`src/rtl/acc_arb_pkg.sv`:
```
// Shared types and the round-robin pick helper for the acc frame arbiter.
// The ACC_ARB_TIMEOUT_EN build option is handled in acc_frame_arbiter.
package acc_arb_pkg;

    localparam int unsigned NREQ_MAX = 8;
    localparam int unsigned NREQ_DEF = 4;
    localparam int unsigned ID_W     = $clog2(NREQ_DEF);
    localparam int unsigned PICK_W   = $clog2(NREQ_MAX);

    typedef enum logic [1:0] {IDLE, SEND_A, WAIT_SUM, EMIT} state_t;

    typedef struct packed {
        logic              any;
        logic [PICK_W-1:0] idx;
    } pick_t;

    // First set bit of req at or after ptr, wrapping within nreq entries.
    function automatic pick_t rr_pick(input logic [NREQ_MAX-1:0] req,
                                      input logic [PICK_W-1:0]   ptr,
                                      input int unsigned         nreq);
        pick_t       p;
        int unsigned j;
        p = '0;
        for (int unsigned i = 0; i < NREQ_MAX; i++) begin
            j = 32'(ptr) + i;
            if (j >= nreq) j = j - nreq;
            if (i < nreq && !p.any && req[j[PICK_W-1:0]]) begin
                p.any = 1'b1;
                p.idx = PICK_W'(j);
            end
        end
        return p;
    endfunction

endpackage

```
`src/rtl/acc_rr_arbiter.sv`:
```
// Combinational round-robin requester pick starting at ptr.
module acc_rr_arbiter
    import acc_arb_pkg::*;
#(
    parameter int unsigned NREQ = NREQ_DEF
) (
    input  logic [NREQ-1:0]         req,
    input  logic [$clog2(NREQ)-1:0] ptr,
    output logic [$clog2(NREQ)-1:0] grant,
    output logic                    any_req
);

    localparam int unsigned IW = $clog2(NREQ);

    pick_t pick;

    assign pick    = rr_pick(NREQ_MAX'(req), PICK_W'(ptr), NREQ);
    assign grant   = IW'(pick.idx);
    assign any_req = pick.any;

endmodule

```
`src/rtl/acc_frame_arbiter.sv`:
```
// Grants the shared running-sum accumulator to one requester per frame and
// returns the frame sum. Optional stall timeout: define ACC_ARB_TIMEOUT_EN.
module acc_frame_arbiter
    import acc_arb_pkg::*;
#(
    parameter int unsigned NREQ      = NREQ_DEF,
    parameter int unsigned WIDTH     = 16,
    parameter int unsigned FRAME_LEN = 8
`ifdef ACC_ARB_TIMEOUT_EN
    ,
    parameter int unsigned TIMEOUT   = 64
`endif
) (
    input  logic                    CLK,
    input  logic                    _RESET,
    input  logic [NREQ-1:0]         in_valid,
    input  logic [NREQ*WIDTH-1:0]   in_data,
    output logic [NREQ-1:0]         in_ready,
    output logic                    acc_a_valid,
    output logic [WIDTH-1:0]        acc_a_data,
    input  logic                    acc_a_ready,
    input  logic                    acc_sum_valid,
    input  logic [WIDTH-1:0]        acc_sum_data,
    output logic                    acc_sum_ready,
    output logic                    out_valid,
    output logic [WIDTH-1:0]        out_data,
    output logic [$clog2(NREQ)-1:0] out_id,
    input  logic                    out_ready
`ifdef ACC_ARB_TIMEOUT_EN
    ,
    output logic                    out_err
`endif
);

    localparam int unsigned IW    = $clog2(NREQ);
    localparam int unsigned CNT_W = $clog2(FRAME_LEN + 1);

    state_t             state_q, state_d;
    logic [IW-1:0]      g_q, g_d, rr_q, rr_d, pick_g;
    logic               pick_any;
    logic [CNT_W-1:0]   cnt_q, cnt_d;
    logic [WIDTH-1:0]   last_q, last_d, base_q, base_d, odata_q, odata_d;
    logic               ovalid_q, ovalid_d, srdy_q, srdy_d;
`ifdef ACC_ARB_TIMEOUT_EN
    localparam int unsigned TO_W = $clog2(TIMEOUT + 1);
    logic [TO_W-1:0]    to_q, to_d;
    logic               err_q, err_d;
    assign out_err = err_q;
`endif

    acc_rr_arbiter #(.NREQ(NREQ)) u_rr (
        .req     (in_valid),
        .ptr     (rr_q),
        .grant   (pick_g),
        .any_req (pick_any)
    );

    assign out_valid     = ovalid_q;
    assign out_data      = odata_q;
    assign out_id        = g_q;
    assign acc_sum_ready = srdy_q;

    // State and datapath registers
    always_ff @(posedge CLK or negedge _RESET) begin
        if (!_RESET) begin
            state_q  <= IDLE;
            g_q      <= '0;
            rr_q     <= '0;
            cnt_q    <= '0;
            last_q   <= '0;
            base_q   <= '0;
            odata_q  <= '0;
            ovalid_q <= 1'b0;
            srdy_q   <= 1'b0;
`ifdef ACC_ARB_TIMEOUT_EN
            to_q     <= '0;
            err_q    <= 1'b0;
`endif
        end else begin
            state_q  <= state_d;
            g_q      <= g_d;
            rr_q     <= rr_d;
            cnt_q    <= cnt_d;
            last_q   <= last_d;
            base_q   <= base_d;
            odata_q  <= odata_d;
            ovalid_q <= ovalid_d;
            srdy_q   <= srdy_d;
`ifdef ACC_ARB_TIMEOUT_EN
            to_q     <= to_d;
            err_q    <= err_d;
`endif
        end
    end

    // Next-state and channel muxing
    always_comb begin
        state_d     = state_q;
        g_d         = g_q;
        rr_d        = rr_q;
        cnt_d       = cnt_q;
        last_d      = last_q;
        base_d      = base_q;
        odata_d     = odata_q;
        in_ready    = '0;
        acc_a_valid = 1'b0;
        acc_a_data  = in_data[32'(g_q) * WIDTH +: WIDTH];
`ifdef ACC_ARB_TIMEOUT_EN
        to_d        = '0;
        err_d       = err_q;
`endif
        case (state_q)
            IDLE: begin
                if (pick_any) begin
                    g_d     = pick_g;
                    cnt_d   = '0;
                    state_d = SEND_A;
                end
            end
            SEND_A: begin
                acc_a_valid   = in_valid[g_q];
                in_ready[g_q] = acc_a_ready;
                if (in_valid[g_q] && acc_a_ready) begin
                    state_d = WAIT_SUM;
                end
`ifdef ACC_ARB_TIMEOUT_EN
                else if (!in_valid[g_q]) begin
                    // A silent owner ends its frame early with what has summed so far
                    if (to_q == TO_W'(TIMEOUT - 1)) begin
                        state_d = EMIT;
                        odata_d = (cnt_q == '0) ? '0 : last_q - base_q;
                        err_d   = 1'b1;
                    end else begin
                        to_d = to_q + TO_W'(1);
                    end
                end else begin
                    to_d = to_q;
                end
`endif
            end
            WAIT_SUM: begin
                if (acc_sum_valid) begin
                    last_d = acc_sum_data;
                    cnt_d  = cnt_q + CNT_W'(1);
                    if (cnt_d == CNT_W'(FRAME_LEN)) begin
                        state_d = EMIT;
                        odata_d = acc_sum_data - base_q;
`ifdef ACC_ARB_TIMEOUT_EN
                        err_d   = 1'b0;
`endif
                    end else begin
                        state_d = SEND_A;
                    end
                end
            end
            EMIT: begin
                if (out_ready) begin
                    // acc is never cleared, so the next frame is measured from here
                    base_d  = last_q;
                    rr_d    = (32'(g_q) == NREQ - 1) ? '0 : g_q + IW'(1);
                    state_d = IDLE;
                end
            end
            default: state_d = IDLE;
        endcase
        ovalid_d = (state_d == EMIT);
        srdy_d   = (state_d == WAIT_SUM);
    end

endmodule

```
`config.mk`:
```
export PLATFORM = sky130hd
export DESIGN_NAME = acc_frame_arbiter
export DESIGN_NICKNAME = d
export VERILOG_FILES = /design/src/rtl/acc_arb_pkg.sv /design/src/rtl/acc_rr_arbiter.sv /design/src/rtl/acc_frame_arbiter.sv
export SDC_FILE = /design/constraint.sdc
export NUM_CORES = 1
export LEC_CHECK = 0
export ABC_CLOCK_PERIOD_IN_PS = 2700
export CAP_MARGIN = 10
export CORE_AREA = 3 3 104 106
export CTS_CLUSTER_SIZE = 8
export DETAILED_ROUTE_END_ITERATION = 16
export DIE_AREA = 0 0 107 109
export PLACE_DENSITY = 0.72
export RECOVER_POWER = 25
export SLEW_MARGIN = 10
export SYNTH_ARGS = -nofsm -noshare
export SYNTH_HDL_FRONTEND = slang
export SYNTH_SLANG_ARGS = --single-unit
```
`constraint.sdc`:
```
create_clock -name CLK -period 2.7 [get_ports CLK]
set_clock_uncertainty 0.05 [all_clocks]
set_input_delay 0.54 -clock CLK [delete_from_list [all_inputs] [get_ports CLK]]
set_output_delay 0.54 -clock CLK [all_outputs]
set_load 0.01 [all_outputs]
```
Word-level counts from Yosys, hierarchy flattened --
Cells that the tools add are included.
Operators by class: bitwise logic cells 1, mux-type cells 32, add/sub/neg operators 10, $lt $le $gt $ge 10, reduce and logical (&&, ||, !) cells 15, shift operators 1, eq/ne operators 9
Operators by type and width (number):
- 32-bit by 3-bit greater-or-equal comparator with 1-bit output, second input constant | 3
- 64-bit by 7-bit variable part select with 16-bit output | 1
- 4-bit 2-to-1 mux | 7
- 3-bit by 4-bit less-than comparator with 1-bit output, second input constant | 4
- 16-bit subtractor | 1
- 1-bit binary-select mux with 3-bit select | 4
- 2-bit 2-to-1 mux | 6
- 3-bit 2-to-1 mux | 4
- 2-bit == test, second input constant | 5
- 3-bit subtractor, second input constant | 3
- 2-bit case mux with 4 select lines | 1
- 4-bit case mux with 2 select lines | 1
- 1-bit 2-to-1 mux | 7
- 2-bit by 2-bit adder with 3-bit output, second input constant | 2
- 2-bit AND reduction | 3
- 3-bit AND reduction | 2
- 1-bit logical AND | 5
- 4-bit by 1-bit adder with 4-bit output, second input constant | 1
- 4-bit AND | 1
- 4-bit == test, second input constant | 1
- 2-bit by 1-bit adder with 3-bit output, second input constant | 1
- 2-bit by 3-bit greater-or-equal comparator with 1-bit output, second input constant | 1
- 1-bit logical NOT | 3
- 2-bit by 3-bit less-than comparator with 1-bit output, second input constant | 1
- 10 further kinds | 10
Word-level totals: input port bits 89, logic and storage cells 87, bits in registers 60, output and inout bits 41

Longest topological paths before layout --
depth in word-level cells 17, gate-level depth with buffers 10, depth with buffers taken out 9

Hierarchy --
Synthesis repeated with hierarchy kept, for this count alone.
Second synthesis, totals: cell total of the unflattened synthesis 342, area, all modules 3821.2 µm²
By module, submodules not included:
- acc_frame_arbiter | cells an instance 330, area an instance 3747.3 µm², sequential area each 1501.4 µm², times used 1
- acc_rr_arbiter | cells an instance 12, area an instance 73.8 µm², sequential area each 0.0 µm², times used 1

Worst setup path before layout --
No wires, ideal clock.
kind reg-to-reg, start point register rr_q[1], end point register ovalid_q, in the netlist out_valid, buffers on the path 3, clock period less this slack 2.787 ns, cell stages (with the launch flop) 11, slack -0.087 ns, library setup time 0.138 ns, data required time 2.512 ns, arrival 2.599 ns, cell sequence dfrtp_1 > clkbuf_1 > inv_1 > ha_1 > buf_6 > mux4_2 > or2_4 > o31a_1 > buf_6 > a221o_1 > nor2b_4
Between the ends: cells in the longest elaborated chain, start to end 17, elaborated cells between the ends (all ways) 36, those cells by class 7 x add/sub; 4 x order compare; 1 x eq/ne; 18 x mux; 6 x reduce/logical
Ends and longest elaborated chain:
- start: declaration | line acc_frame_arbiter.sv:39 | logic [IW-1:0] g_q, g_d, rr_q, rr_d, pick_g;
- start signal: assignment | line acc_frame_arbiter.sv:82 | rr_q <= rr_d;
- parallel branches: the longest is 13 deep, another holds 32-bit by 3-bit greater-or-equal comparator with 1-bit output
- 4-bit 2-to-1 mux * | line acc_arb_pkg.sv:27 | if (i < nreq && !p.any && req[j[PICK_W-1:0]]) begin
- 2-bit 2-to-1 mux * | line acc_frame_arbiter.sv:114 | if (pick_any) begin
- 2-bit case mux with 4 select lines * | line acc_frame_arbiter.sv:112 | case (state_q)
- net state_d[0] | line acc_frame_arbiter.sv:38 | state_t state_q, state_d;
- 2-bit == test * | line acc_frame_arbiter.sv:166 | ovalid_d = (state_d == EMIT);
- net ovalid_d | line acc_frame_arbiter.sv:43 | logic ovalid_q, ovalid_d, srdy_q, srdy_d;
- end signal: assignment | line acc_frame_arbiter.sv:87 | ovalid_q <= ovalid_d;
- end: declaration | line acc_frame_arbiter.sv:43
Mark *: on every way through the listed nets, which the timed path passes. The select of a mux whose other input is x is not followed. A chain may end at the register's enable or synchronous reset.

Worst setup path after layout --
start point register g_q[0], in the netlist out_id[0], end point output acc_a_data[13]
Between the ends: cells in the longest elaborated chain, start to end 1
Ends and longest elaborated chain:
- start: declaration | line acc_frame_arbiter.sv:39
- start signal: assignment | line acc_frame_arbiter.sv:81 | g_q <= g_d;
- 64-bit by 7-bit variable part select with 16-bit output | line acc_frame_arbiter.sv:107 | acc_a_data = in_data[32'(g_q) * WIDTH +: WIDTH];
- end: declaration | line acc_frame_arbiter.sv:20 | output logic [WIDTH-1:0] acc_a_data,
No other way between the ends.

==> impl_metrics.csv <==
group,metric,value,unit
drt,routed_wire_length_per_instance,15.6,um
sta,final_max_slew_viol_count,0,
cells_and_area,areaGrowthSynthToFinish,45.1,%
grt,grt_pass1_vias,3466,
sta,hold_slack,0.429,ns
cells_and_area,fillCellCount,838,
yosys,ys.flop_type,"dfrtp_1",
drt,vias,3352,
sta,fin_crit,2.62,ns
grt,grt_pass1_wl,17.0,mm
yosys,ys_seq_area_frac,0.383,
clocking,cts.sinks,60,
power_and_ir_drop,internal_power,3.19,mW
floorplanning,die_w,107,um
min_path,hold_class,"flip-flop to flip-flop",
floorplanning,dieArea,11700,um^2
critical_path,worst_ep_arrival_time,2.03,ns
sta,timing.fmax,0.382,GHz
cells_and_area,n_antenna_cell,0,
clocking,ctsHoldBuffers,0,
yosys,async_flop_share,1.00,
grt,grt_overflow,0,
floorplanning,core.rowCount,36,
placement,dp_hpwl,8.21,mm
flow_run,maxCapViolations,0,
grt,grt_usage,0.184,
clocking,root_buffer,"clkbuf_8",
drt,viasPerCell,5.15,
placement,dp.cells,636,
floorplanning,core-area,9860,um^2
floorplanning,die_h,109,um
clocking,htree_levels,3,
sta,finalCritPeriodShare,0.969,
power_and_ir_drop,total_power,5.04,mW
cells_and_area,drive_gt1_frac,0.191,
sta,rsz0062_at_grt,"false",
yosys,ys_ff_latch,60,
sta,max_slew.worst_pin.slew,1.45,ns
drt,drt-met1-wl,4.46,mm
power_and_ir_drop,p_comb_frac,0.590,
grt,grt_antenna_before_repair,0,
clocking,cts_max_path_buffers,2,
drt,dr_wl_met2,5.11,mm
drt,drc,0,
sta,hold_viol_final,0,
power_and_ir_drop,power.share.sequential,0.269,
critical_path,worstSetupPathType,"flip-flop to output port",
drt,highest_layer,"met4",
clocking,cts_buffers,9,
drt,drt-total-wl,10.2,mm
placement,gp_congestion,0.810,
critical_path,crit_fanout,16,
yosys,yosys_warnings,0,
yosys,synth_nets,473,
drt,firstDrtPassIters,4,
clocking,path_clk_slew,0.06,ns
power_and_ir_drop,p_clk_frac,0.141,
power_and_ir_drop,switching_share,0.367,
critical_path,required,2.11,ns
grt,grt_max_degree,61,
yosys,synth_edf_count,0,
placement,port_buffers,129,
critical_path,cp-end-kind,"output port",
clocking,cts_tree,"done",
cells_and_area,fin_cells,651,
yosys,synthCells,360,
sta,slew_headroom,0.0302,
yosys,synthesis.area,3920,um^2
floorplanning,ios,130,
power_and_ir_drop,leakagePower,2.50,nW
sta,setup_violations,0,
critical_path,crit_path_start_kind,"flip-flop",
clocking,clkLatencyLatePin,0.33,ns
yosys,syn_avg_cell_area,10.9,um^2
floorplanning,initial_core_util,0.398,
drt,met3_length,392,um
power_and_ir_drop,vdd_drop_max,0.433,mV
drt,drt_iter0_markers,179,
run_status,status,"completed",
drt,ant_nets,0,
cells_and_area,nets,627,
power_and_ir_drop,power_switching,1.85,mW
power_and_ir_drop,power_density,885,nW/um^2
yosys,yosysUniqueCellTypes,48,
path summary, 6_finish.rpt:
path | slack, ns | from | to | cells past startpoint
worst max register to register | 0.24 | rr_q[1] | out_valid | 7
worst min-delay path | 0.43 | out_data[2] | out_data[2] | 2
max in group asynchronous | 1.13 | _RESET | out_data[9] | 2
worst min register to register | 0.43 | out_data[2] | out_data[2] | 2
worst max-delay path | 0.08 | out_id[0] | acc_a_data[13] | 3
min in group asynchronous | 0.56 | _RESET | base_q[0] | 2
worst max-delay path, stage by stage, from the launching register on:
cell and delay, ns:
dfrtp_1 0.45, buf_12 0.20, mux4_2 0.53, clkdlybuf4s50_1 0.50
synthesized netlist by cell type, types with 6 or more instances:
| cell | count | area share |
|---|---|---|
| and3_1 | 9 | 0.014 |
| clkbuf_1 | 10 | 0.0096 |
| nand3_1 | 11 | 0.014 |
| o211ai_1 | 7 | 0.013 |
| a21o_1 | 8 | 0.015 |
| a211o_1 | 6 | 0.013 |
| nor2_1 | 12 | 0.011 |
| dfrtp_1 | 60 | 0.38 |
| mux2_2 | 32 | 0.092 |
| ha_1 | 23 | 0.073 |
| o21ai_0 | 13 | 0.017 |
| inv_1 | 29 | 0.028 |
| a21oi_1 | 15 | 0.019 |
| nand2_1 | 33 | 0.032 |
| mux4_2 | 21 | 0.12 |
per-layer routing:
metal | track usage | up-vias
met3 | 0.0284 | 20
met2 | 0.315 | 77
met5 | 0 | -
met1 | 0.234 | 1616
met4 | 0.0758 | 0
li1 | - | 1639
power groups by stage:
stage / combinational, mW / sequential [mW] / clock [mW]
3_3_place_gp: 2.93 / 1.36 / 0
6_report: 2.98 / 1.35 / 0.711
4_1_cts: 3.01 / 1.35 / 0.722
5_1_grt: 3.27 / 1.39 / 0.762
3_5_place_dp: 3.00 / 1.37 / 0
2_1_floorplan: 1.93 / 1.33 / 0
per-stage QoR:
stage               worst slack [ns]   util  TNS (ns)  area [um^2]
detailed placement            -0.154  0.562    -0.490         5540
CTS                           0.0635  0.579         0         5710
global route                  0.0145  0.577         0         5690
global placement              -0.108  0.562    -0.237         5540
finish                        0.0848  0.577         0         5690
floorplan                     0.0110      -         0         3930
registers in the layout, indices dropped and copies added (netlist names):
name,cells
last_q,16
out_id,2
out_valid,1
rr_q,2
base_q,16
acc_sum_ready,1
state_q,2
out_data,16
cnt_q,4
cell type report:
type                            instances  area [um^2]  share of cell area
Timing Repair Buffer                  159         1520               0.267
Inverter                               29          109              0.0191
Clock inverter                          2         10.0             0.00176
Multi-Input combinational cell        255         2230               0.392
Clock buffer                           13          159              0.0279
Sequential cell                        60         1500               0.264
Tap cell                              133          166              0.0292
cell families after synthesis:
logic type	Yosys count	synth area share
muxes	55	0.217
xor gates and xnor gates	9	0.0201
buffers and inverters	45	0.0491
DFF	60	0.383
adders and majority gates	24	0.0784
AOI/OAI and AO/OA	81	0.142
and+or+nand+nor	86	0.110
what timing repair did:
| action | in CTS | in global routing |
|---|---|---|
| buffers inserted | 0 | 0 |
| setup endpoints to repair | 1 | 0 |
| resized for setup | 2 | 0 |
placed cells by master (no fill, tap or decap), types with 4 or more instances in the layout:
| master | instances |
|---|---|
| a211o_1 | 6 |
| buf_4 | 28 |
| clkbuf_8 | 11 |
| nor2_1 | 12 |
| dfrtp_1 | 60 |
| o21ai_1 | 4 |
| inv_1 | 29 |
| a21o_1 | 8 |
| xnor2_1 | 4 |
| o211ai_1 | 7 |
| a31oi_1 | 4 |
| xor2_1 | 5 |
| nand3_1 | 11 |
| o21ai_0 | 13 |
| nand4_1 | 4 |
| and2_1 | 5 |
| clkdlybuf4s50_1 | 126 |
| ha_1 | 23 |
| a21oi_1 | 15 |
| mux2_2 | 32 |
| mux4_2 | 21 |
| and3_1 | 9 |
| nand2_1 | 33 |
No activity file was read; power rests on OpenSTA's default activity.
